**src/rtl/epd_timing_gen_if.sv**
```systemverilog
// epd_timing_gen_if: pixel-word stream from memif into the EPD timing generator.
// The source drives data/valid; the timing generator drives ready.
interface epd_timing_gen_if #(
   parameter int SD_WIDTH = 16
);
   logic [SD_WIDTH-1:0] pix_data;
   logic                pix_valid;
   logic                pix_ready;

   modport master (
      output pix_data,
      output pix_valid,
      input  pix_ready
   );

   modport slave (
      input  pix_data,
      input  pix_valid,
      output pix_ready
   );
endinterface

```
**src/rtl/epd_timing_gen.sv**
```systemverilog
// epd_timing_gen: EPD gate/source driver timing from a pixel stream.
// div/h/v position counters with every panel pin registered from the next position.
module epd_timing_gen #(
   parameter int SD_WIDTH = 16,
   parameter int CLK_DIV  = 1,
   parameter int H_SYNC   = 1,
   parameter int H_BP     = 2,
   parameter int H_ACTIVE = 400,
   parameter int H_FP     = 4,
   parameter int V_SYNC   = 1,
   parameter int V_BP     = 2,
   parameter int V_ACTIVE = 1200,
   parameter int V_FP     = 4
) (
   input  logic                clk,
   input  logic                rst,
   input  logic                start,
   input  logic                stop,
   input  logic [7:0]          frames,
   epd_timing_gen_if.slave     pix,
   output logic                vsync,
   output logic                frame_done,
   output logic                busy,
   output logic                underflow,
   output logic                epd_gdoe,
   output logic                epd_gdclk,
   output logic                epd_gdsp,
   output logic                epd_sdclk,
   output logic                epd_sdle,
   output logic                epd_sdoe,
   output logic [SD_WIDTH-1:0] epd_sd,
   output logic                epd_sdce0
);

   localparam int DIV_N   = 2 * CLK_DIV;
   localparam int H_TOTAL = H_SYNC + H_BP + H_ACTIVE + H_FP;
   localparam int V_TOTAL = V_SYNC + V_BP + V_ACTIVE + V_FP;
   localparam int DIV_W   = (DIV_N > 1) ? $clog2(DIV_N) : 1;
   localparam int H_W     = (H_TOTAL > 1) ? $clog2(H_TOTAL) : 1;
   localparam int V_W     = (V_TOTAL > 1) ? $clog2(V_TOTAL) : 1;
   localparam int HA0     = H_SYNC + H_BP;
   localparam int HA1     = HA0 + H_ACTIVE;
   localparam int VA0     = V_SYNC + V_BP;
   localparam int VA1     = VA0 + V_ACTIVE;

   localparam logic [DIV_W-1:0] DIV_MAX = DIV_W'(DIV_N - 1);
   localparam logic [H_W-1:0]   H_MAX   = H_W'(H_TOTAL - 1);
   localparam logic [V_W-1:0]   V_MAX   = V_W'(V_TOTAL - 1);

   typedef enum logic {
      IDLE,
      RUN
   } state_t;

   state_t           state;
   logic [DIV_W-1:0] div;
   logic [H_W-1:0]   h;
   logic [V_W-1:0]   v;
   logic [7:0]       frames_left;
   logic             cont;
   logic             stop_pend;

   logic [DIV_W-1:0] nd;
   logic [H_W-1:0]   nh;
   logic [V_W-1:0]   nv;
   logic [H_W-1:0]   th;
   logic [V_W-1:0]   tv;
   logic             div_wrap;
   logic             h_wrap;
   logic             v_wrap;
   logic             frame_end;
   logic             launch;
   logic             finish;
   logic             active;
   logic             n_data;
   logic             n_ready;
   logic             n_first;
   logic             n_last;
   logic             took;

   function automatic logic in_data(
      input logic [H_W-1:0] hh,
      input logic [V_W-1:0] vv
   );
      return int'(hh) >= HA0 && int'(hh) < HA1 &&
             int'(vv) >= VA0 && int'(vv) < VA1;
   endfunction

   // Position the registered outputs will describe after this edge,
   // plus the tick after it (needed one tick early for pix_ready).
   always_comb begin
      div_wrap  = div == DIV_MAX;
      h_wrap    = h == H_MAX;
      v_wrap    = v == V_MAX;
      frame_end = div_wrap && h_wrap && v_wrap;
      nd = '0;
      nh = '0;
      nv = '0;
      if (state == RUN) begin
         nd = div_wrap ? '0 : div + DIV_W'(1);
         nh = h;
         nv = v;
         if (div_wrap) begin
            nh = h_wrap ? '0 : h + H_W'(1);
            if (h_wrap) begin
               nv = v_wrap ? '0 : v + V_W'(1);
            end
         end
      end
      th = (nh == H_MAX) ? '0 : nh + H_W'(1);
      tv = nv;
      if (nh == H_MAX) begin
         tv = (nv == V_MAX) ? '0 : nv + V_W'(1);
      end
      n_data  = in_data(nh, nv);
      n_ready = (nd == DIV_MAX) && in_data(th, tv);
      n_first = (nd == '0) && (nh == '0) && (nv == '0);
      n_last  = (nd == DIV_MAX) && (nh == H_MAX) && (nv == V_MAX);
      launch  = (state == IDLE) && start;
      finish  = (state == RUN) && frame_end &&
                (stop_pend || stop ||
                 (!cont && frames_left == 8'd1));
      active  = launch || ((state == RUN) && !finish);
      took    = pix.pix_ready && pix.pix_valid;
   end

   always_ff @(posedge clk) begin
      if (rst) begin
         state         <= IDLE;
         div           <= '0;
         h             <= '0;
         v             <= '0;
         frames_left   <= '0;
         cont          <= 1'b0;
         stop_pend     <= 1'b0;
         busy          <= 1'b0;
         vsync         <= 1'b0;
         frame_done    <= 1'b0;
         underflow     <= 1'b0;
         pix.pix_ready <= 1'b0;
         epd_gdoe      <= 1'b0;
         epd_gdclk     <= 1'b0;
         epd_gdsp      <= 1'b1;
         epd_sdclk     <= 1'b0;
         epd_sdle      <= 1'b0;
         epd_sdoe      <= 1'b0;
         epd_sd        <= '0;
         epd_sdce0     <= 1'b1;
      end else begin
         unique case (state)
            IDLE: begin
               if (launch) begin
                  state       <= RUN;
                  frames_left <= frames;
                  cont        <= frames == 8'd0;
                  stop_pend   <= 1'b0;
               end
            end
            RUN: begin
               if (stop) begin
                  stop_pend <= 1'b1;
               end
               if (frame_end) begin
                  if (finish) begin
                     state <= IDLE;
                  end else if (!cont) begin
                     frames_left <= frames_left - 8'd1;
                  end
               end
            end
            default: state <= IDLE;
         endcase

         if (active) begin
            div           <= nd;
            h             <= nh;
            v             <= nv;
            busy          <= 1'b1;
            vsync         <= n_first;
            frame_done    <= n_last;
            pix.pix_ready <= n_ready;
            epd_gdoe      <= 1'b1;
            epd_sdoe      <= 1'b1;
            epd_sdclk     <= int'(nd) >= CLK_DIV;
            epd_sdle      <= int'(nh) < H_SYNC;
            epd_gdclk     <= int'(nh) < (H_TOTAL / 2);
            epd_gdsp      <= int'(nv) >= V_SYNC;
            epd_sdce0     <= !n_data;
            // New word only at the sdclk falling boundary of a data tick.
            if (!n_data) begin
               epd_sd <= '0;
            end else if (nd == '0) begin
               epd_sd <= took ? pix.pix_data : '0;
            end
            if (launch) begin
               underflow <= 1'b0;
            end else if (n_data && nd == '0 && !took) begin
               underflow <= 1'b1;
            end
         end else begin
            div           <= '0;
            h             <= '0;
            v             <= '0;
            busy          <= 1'b0;
            vsync         <= 1'b0;
            frame_done    <= 1'b0;
            pix.pix_ready <= 1'b0;
            epd_gdoe      <= 1'b0;
            epd_gdclk     <= 1'b0;
            epd_gdsp      <= 1'b1;
            epd_sdclk     <= 1'b0;
            epd_sdle      <= 1'b0;
            epd_sdoe      <= 1'b0;
            epd_sd        <= '0;
            epd_sdce0     <= 1'b1;
         end
      end
   end

endmodule

```
**src/flat_wrapper.sv**
```systemverilog
// flat-port wrapper written by rule: the top's interface ports become plain ports
module epd_timing_gen_flat 
#(
   parameter int SD_WIDTH = 16,
   parameter int CLK_DIV  = 1,
   parameter int H_SYNC   = 1,
   parameter int H_BP     = 2,
   parameter int H_ACTIVE = 400,
   parameter int H_FP     = 4,
   parameter int V_SYNC   = 1,
   parameter int V_BP     = 2,
   parameter int V_ACTIVE = 1200,
   parameter int V_FP     = 4
)
  (clk, rst, start, stop, frames, vsync, frame_done, busy, underflow, epd_gdoe, epd_gdclk, epd_gdsp, epd_sdclk, epd_sdle, epd_sdoe, epd_sd, epd_sdce0, pix_pix_data, pix_pix_valid, pix_pix_ready);
  epd_timing_gen_if #(.SD_WIDTH(SD_WIDTH)) pix_i ();
  input  logic clk;
  input  logic rst;
  input  logic start;
  input  logic stop;
  input  logic [7:0] frames;
  output logic vsync;
  output logic frame_done;
  output logic busy;
  output logic underflow;
  output logic epd_gdoe;
  output logic epd_gdclk;
  output logic epd_gdsp;
  output logic epd_sdclk;
  output logic epd_sdle;
  output logic epd_sdoe;
  output logic [SD_WIDTH-1:0] epd_sd;
  output logic epd_sdce0;
  input wire logic [$bits(pix_i.pix_data)-1:0] pix_pix_data;
  input wire logic [$bits(pix_i.pix_valid)-1:0] pix_pix_valid;
  output wire logic [$bits(pix_i.pix_ready)-1:0] pix_pix_ready;
  assign pix_i.pix_data = pix_pix_data;
  assign pix_i.pix_valid = pix_pix_valid;
  assign pix_pix_ready = pix_i.pix_ready;
  epd_timing_gen #(.SD_WIDTH(SD_WIDTH), .CLK_DIV(CLK_DIV), .H_SYNC(H_SYNC), .H_BP(H_BP), .H_ACTIVE(H_ACTIVE), .H_FP(H_FP), .V_SYNC(V_SYNC), .V_BP(V_BP), .V_ACTIVE(V_ACTIVE), .V_FP(V_FP)) u_core (.clk(clk), .rst(rst), .start(start), .stop(stop), .frames(frames), .pix(pix_i), .vsync(vsync), .frame_done(frame_done), .busy(busy), .underflow(underflow), .epd_gdoe(epd_gdoe), .epd_gdclk(epd_gdclk), .epd_gdsp(epd_gdsp), .epd_sdclk(epd_sdclk), .epd_sdle(epd_sdle), .epd_sdoe(epd_sdoe), .epd_sd(epd_sd), .epd_sdce0(epd_sdce0));
endmodule
```
**config.mk**
```make
export PLATFORM = sky130hd
export DESIGN_NAME = epd_timing_gen_flat
export DESIGN_NICKNAME = d
export VERILOG_FILES = /design/src/rtl/epd_timing_gen_if.sv /design/src/rtl/epd_timing_gen.sv /design/src/flat_wrapper.sv
export SDC_FILE = /design/constraint.sdc
export NUM_CORES = 1
export LEC_CHECK = 0
export CORE_MARGIN = 3
export CORE_UTILIZATION = 49
export CTS_CLUSTER_DIAMETER = 80
export DETAILED_ROUTE_END_ITERATION = 12
export PLACE_DENSITY = 0.77
export SYNTH_ARGS = -nofsm -noshare
export SYNTH_HDL_FRONTEND = slang
export SYNTH_SLANG_ARGS = --single-unit
```
**constraint.sdc**
```tcl
create_clock -name clk -period 8 [get_ports clk]
set_input_delay 1.2 -clock clk [delete_from_list [all_inputs] [get_ports clk]]
set_output_delay 1.2 -clock clk [all_outputs]
set_load 0.01 [all_outputs]
```
======== Yosys cells after proc, flatten, opt, wreduce, memory -nomap -nowiden ========
Cells that the tools add are included.
word-level totals
  memory bits (read-only) ................. 0
  register bits after elaboration ......... 58
  output and inout bits ................... 28
  bits of input ports ..................... 29
  bits in latches ......................... 0
  memory bits (writable) .................. 0
  word-level logic and storage cells ...... 116
  memories kept ........................... 0
operators by class
  shift operators ......................... 0
  equality and inequality tests ........... 10
  div/mod/pow operators ................... 0
  reductions and logical operators ........ 38
  muxes and demuxes ....................... 28
  $add $sub $neg .......................... 6
  $mul .................................... 0
  bitwise operators ....................... 4
  order comparisons ....................... 12
operator list
  operator                                                                       number
  11-bit 2-to-1 mux                                                              6
  9-bit 2-to-1 mux                                                               4
  8-bit 2-to-1 mux                                                               4
  11-bit by 1-bit adder with 11-bit output (second input constant)               2
  11-bit equality test (second input constant)                                   2
  11-bit by 2-bit >= comparator with 1-bit output (second input constant)        2
  11-bit less-than comparator (second input constant)                            2
  1-bit logical AND                                                              21
  9-bit by 1-bit adder with 9-bit output (second input constant)                 2
  9-bit equality test (second input constant)                                    2
  9-bit by 2-bit >= comparator with 1-bit output (second input constant)         2
  9-bit less-than comparator (second input constant)                             2
  16-bit 2-to-1 mux                                                              1
  8-bit case mux with 2 select lines                                             1
  11-bit by 1-bit >= comparator with 1-bit output (second input constant)        1
  11-bit logical NOT                                                             1
  1-bit 2-to-1 mux                                                               10
  9-bit logical NOT                                                              1
  9-bit by 1-bit less-than comparator with 1-bit output (second input constant)  1
  9-bit by 8-bit less-than comparator with 1-bit output (second input constant)  1
  8-bit by 1-bit equality test with 1-bit output (second input constant)         1
  8-bit logical NOT                                                              1
  2-bit inequality test (second input constant)                                  4
  8-bit by 1-bit subtractor with 8-bit output (second input constant)            1
  other kinds (12)                                                               23

======== Longest topological paths before layout ========
  depth in word-level cells ............... 12
  mapped depth ............................ 18
  depth with buffers taken out ............ 16

======== Least setup slack after synthesis ========
Ideal clock, no wire load.
  path type ............................... flip-flop to flip-flop
  start point ............................. register u_core.h[0]
  end point ............................... register u_core.pix.pix_ready
  required time ........................... 7.909 ns
  arrival ................................. 3.728 ns
  period minus slack after synthesis ...... 3.819 ns
  setup time .............................. 0.091 ns
  stages on the path, launching flop included .. 18
  path buffers ............................ 2
  slack ................................... 4.181 ns
  cells stage by stage .................... dfxtp_1 > buf_2 > inv_1 > ha_1 > and2_1 > a31oi_1 > clkbuf_1 > o211ai_1 > inv_1 > ha_1 > or4b_4 > nor4b_4 > nand3_1 > nor4_1 > xor2_1 > o21bai_1 > a21o_1 > a311oi_1
between the ends
  cells in the longest elaborated chain, start to end .. 11
  elaborated cells between the ends (all ways) .. 32
  classes of those cells .................. add/sub: 3; order compare: 4; eq/ne: 3; mux: 9; bitwise: 1; reduce/logical: 12
RTL lines
  element                                                                                       RTL line                                      source
  start: declaration                                                                            epd_timing_gen.sv:57                          logic [H_W-1:0] h;
  start signal: assignment                                                                      epd_timing_gen.sv:176                         h <= nh;
  9-bit by 1-bit adder with 9-bit output or 9-bit equality test (tied branches)                 epd_timing_gen.sv:104, epd_timing_gen.sv:93
  9-bit 2-to-1 mux (*)                                                                          epd_timing_gen.sv:104                         nh = h_wrap ? '0 : h + H_W'(1);
  9-bit 2-to-1 mux (*)                                                                          epd_timing_gen.sv:103                         if (div_wrap) begin
  9-bit 2-to-1 mux (*)                                                                          epd_timing_gen.sv:99                          if (state == RUN) begin
  via u_core.nh[1]                                                                              epd_timing_gen.sv:64                          logic [H_W-1:0] nh;
  9-bit by 1-bit adder with 9-bit output or 9-bit equality test (tied branches)                 epd_timing_gen.sv:110, epd_timing_gen.sv:112
  9-bit 2-to-1 mux                                                                              epd_timing_gen.sv:110                         th = (nh == H_MAX) ? '0 : nh + H_W'(1);
  9-bit by 2-bit >= comparator with 1-bit output or 9-bit less-than comparator (tied branches)  epd_timing_gen.sv:85                          return int'(hh) >= HA0 && int'(hh) < HA1 &&
  1-bit logical AND (2 in series)                                                               epd_timing_gen.sv:85
  1-bit logical AND (*)                                                                         epd_timing_gen.sv:86                          int'(vv) >= VA0 && int'(vv) < VA1;
  1-bit logical AND (*)                                                                         epd_timing_gen.sv:116                         n_ready = (nd == DIV_MAX) && in_data(th, tv);
  end signal: assignment                                                                        epd_timing_gen.sv:181                         pix.pix_ready <= n_ready;
  end: declaration                                                                              epd_timing_gen_if.sv:19                       output pix_ready
The timed path passes the listed nets; every way through them passes the cells marked *.
A chain may end at the register's enable or synchronous reset.

======== Worst setup path in the final report ========
  start point ............................. register u_core.state
  end point ............................... register u_core.pix.pix_ready
between the ends
  cells in the longest elaborated chain, start to end .. 8
  elaborated cells between the ends (all ways) .. 27
  classes of those cells .................. add/sub: 2; order compare: 4; eq/ne: 2; mux: 6; bitwise: 2; reduce/logical: 11
RTL lines
  element                                                                                       RTL line                                      source
  start: declaration                                                                            epd_timing_gen.sv:55                          state_t state;
  start signal: assignment                                                                      epd_timing_gen.sv:129                         state <= IDLE;
  start signal: assignment                                                                      epd_timing_gen.sv:153                         state <= RUN;
  start signal: assignment                                                                      epd_timing_gen.sv:165                         state <= IDLE;
  9-bit 2-to-1 mux (*)                                                                          epd_timing_gen.sv:99
  via u_core.nh[1]                                                                              epd_timing_gen.sv:64
  9-bit by 1-bit adder with 9-bit output or 9-bit equality test (tied branches)                 epd_timing_gen.sv:110, epd_timing_gen.sv:112
  9-bit 2-to-1 mux                                                                              epd_timing_gen.sv:110
  9-bit by 2-bit >= comparator with 1-bit output or 9-bit less-than comparator (tied branches)  epd_timing_gen.sv:85
  1-bit logical AND (2 in series)                                                               epd_timing_gen.sv:85
  1-bit logical AND (*)                                                                         epd_timing_gen.sv:86
  1-bit logical AND (*)                                                                         epd_timing_gen.sv:116
Marked as above.

==> flow_summary.ini <==
[synthesis]
synth_mux_area_frac = 0.0119
synth-adder-area-share = 0.0457
synth.cell_area_sq_um = 3560
synthFlopType = dfxtp_1
async_reset_ff_frac = 0
synth-xor-area-share = 0.0632
ys_warn_count = 0
synthTopCellsByCount = dfxtp_1 (57), nor2_1 (57), nand2_1 (40), nor3_1 (27), a22oi_1 (19)
ys_types = 75
synth_area_per_cell_sq_um = 8.06
synth_top_family_by_area = simple AND/OR/NAND/NOR gates
synth_area_leader_cell = dfxtp_1
synth-edff-count = 0
synth_cells = 442
yosys-top-cells-area = dfxtp_1 (32%), nor2_1 (6.0%), ha_1 (4.6%), nand2_1 (4.2%), a22oi_1 (4.0%)
synth_compound_area_frac = 0.196
yosys.area_share.simple = 0.311
yosysTopAreaCellShare = 0.320
ys_ff_latch = 57
ys_seq_area_frac = 0.320
synth_nets = 484

[drt]
num_vias = 3534
totalWireLength_um = 9860
via_per_inst = 6.00
routedWlPerCell_um = 16.7
firstDrtPassIters = 5
ant_nets = 0
drtIter0Drc = 164
drc = 0

[worst_setup_path]
crit_chain = inv_1, a31oi_1, buf_4, o211ai_1, inv_1, ha_1, or4b_4, nor4b_4, nand3_1, nor4_1, xor2_1, o21bai_1, a21o_1, a311oi_1
slowest_stage = dfxtp_1
crit_path_start_kind = flip-flop
r2r_end = u_core.pix.pix_ready
path_class = reg -> reg
rr_worst_depth = 14
rr_startpoint = u_core.state
reg2reg_slack_ns = 3.46
cp_common_cell = inv_1
critPathArrivalTime_ns = 4.81
cp.required_ns = 8.27
path_max_fanout = 26
endpoint_kind = flip-flop
max_stage_delay_ns = 0.90

[status]
status = finished clean

[timing]
rsz0062_at_grt = false
final_hold_viol_count = 0
slew_violations = 0
relSlewSlack = 0.298
finClkSkew_ns = 0.0101
finalSetupViolCount = 0
layout_min_cycle_time_ns = 4.54
fin_crit_sh = 0.567
worst_pin_slew_ns = 1.05
timing.fmax_mhz = 220
finalWorstSetupSlack_ns = 3.46
finalSetupTns_ns = 0

[power]
powerDensity_nw_per_um2 = 162
pwr-share-seq = 0.432
p_sw_uw = 195
p_clk_frac = 0.443
ir_worst_vdd_v = 0.0000886
combPwrFrac = 0.126
leakagePower_nw = 1.52
p_int_uw = 511
switching_share = 0.276

[global_route]
grtUsageTotal = 0.244
gr-total-overflow = 0
grt_max_degree = 27
antenna_found_initial = 0
grt_pass1_wl_um = 16600
grt_pass1_vias = 3468

[placed_design]
hpwl_um = 7230
gp_congestion = 0.888
io_buffers = 56
post-place-ws_ns = 3.58
placed_area_sq_um = 4140

[cts]
cts_resized = 0
clk_pin_slew_worst_paths_ns = 0.07
cts_buffers = 9
cts_buffer_depth = 2
holdBufCountCts = 0
clk_latency_ns = 0.36
cts.sinks = 57
cts_tree = built
cts_root_buf = clkbuf_8
htree_levels = 3
postCtsSetupBuffers = 0

[die]
dieArea_sq_um = 8330
die_y_um = 91.2
start_util = 0.516
num_rows = 30
die_w_um = 91.2
io_pins = 57
core-area_sq_um = 6910

[final_layout]
stdcell_area_sq_um = 4370
multi_input_area_sq_um = 2230
antennaDiodeCount = 0
final-seq-area_sq_um = 1140
layout.nets = 530
fillCellCount = 635
syn2layout_area_growth_pct = 22.7
layout-drive-gt1-share = 0.0852

[hold_path]
hold_path_end = u_core.frames_left[1]
whs_path_depth = 2
min-delay-start = u_core.frames_left[1]
hold_path_class = reg -> reg

[run]
max_cap_violations = 0
-- power by group through the flow --
stage | Sequential [mW] | Clock, mW | Combinational (mW)
after floorplan | 0.306 | 0 | 0.0554
after global placement | 0.311 | 0 | 0.0863
after detailed placement | 0.311 | 0 | 0.0881
after CTS | 0.304 | 0.317 | 0.0885
after global routing | 0.306 | 0.329 | 0.0979
final | 0.305 | 0.312 | 0.0887
-- stage by stage --
step	util	hold WS (ns)	std cells	total power [mW]
2_1_floorplan	-	0.459	442	0.361
3_3_place_gp	0.600	0.474	573	0.397
3_5_place_dp	0.600	0.490	573	0.399
4_1_cts	0.632	0.498	589	0.710
5_1_grt	0.632	0.514	589	0.733
6_report	0.632	0.495	589	0.706
-- worst max path at each step --
stage	start	to	slack, ns	depth (start not counted)
3_5_place_dp	u_core.state	u_core.pix.pix_ready	3.58	14
4_1_cts	u_core.state	u_core.pix.pix_ready	3.51	14
2_1_floorplan	u_core.h[0]	u_core.pix.pix_ready	4.18	17
5_1_grt	u_core.state	u_core.pix.pix_ready	3.05	14
3_3_place_gp	u_core.state	u_core.pix.pix_ready	3.75	14
6_report	u_core.state	u_core.pix.pix_ready	3.46	14
-- sequential cells by signal (all words and copies together) (netlist names) --
register              cells
u_core.underflow          1
u_core.epd_gdsp           1
u_core.epd_sdce0          1
u_core.v                 11
u_core.frame_done         1
u_core.pix.pix_ready      1
u_core.epd_sdle           1
u_core.vsync              1
u_core.div                1
u_core.busy               1
u_core.frames_left        8
u_core.cont               1
u_core.epd_gdclk          1
u_core.epd_sd            16
u_core.h                  9
u_core.state              1
u_core.stop_pend          1
-- layer usage --
layer,vias to the layer above,share of wire,GRT usage
met3,16,0.054,0.0597
met4,0,0.017,0.0967
met1,1709,0.43,0.301
met5,-,0,0
li1,1705,-,-
met2,104,0.49,0.408
-- critical path: cells and delay by family (launching register included) --
kind / cells / cell delay [ns]
and+or+nand+nor: 4 / 1.48
xor gates and xnor gates: 1 / 0.14
DFF: 1 / 0.90
adders and majority gates: 1 / 0.14
AOI/OAI and AO/OA: 5 / 1.02
buffers and inverters: 3 / 0.78
-- area by class of cell --
| type | count | share of cell area |
|---|---|---|
| Clock buffer | 9 | 0.0284 |
| Clock inverter | 7 | 0.0232 |
| Inverter | 17 | 0.0146 |
| Multi-Input combinational cell | 344 | 0.512 |
| Sequential cell | 57 | 0.261 |
| Tap cell | 96 | 0.0275 |
| Timing Repair Buffer | 59 | 0.133 |
-- cells by family (layout without fill, tap and decap cells) --
kind of cell | count (synthesis) | after routing
compound gates | 101 | 101
buf+inv | 41 | 92
simple gates | 202 | 202
fa+ha+maj | 13 | 13
xor+xnor | 24 | 24
mux | 4 | 4
flops | 57 | 57
-- layout by cell type, fill, tap and decap left out, drive strengths merged, types with 11 or more instances in the layout --
cell type,synthesis,routed
clkdlybuf4s50,0,56
dfxtp,57,57
nor2,58,58
nand2,41,41
nand4,15,15
xnor2,13,13
xor2,11,11
nor3,28,28
a21oi,16,16
a22oi,20,20
inv,17,19
o21ai,18,18
ha,13,13
nor4,12,12
Note: power is estimated with default switching activity, not from simulation.
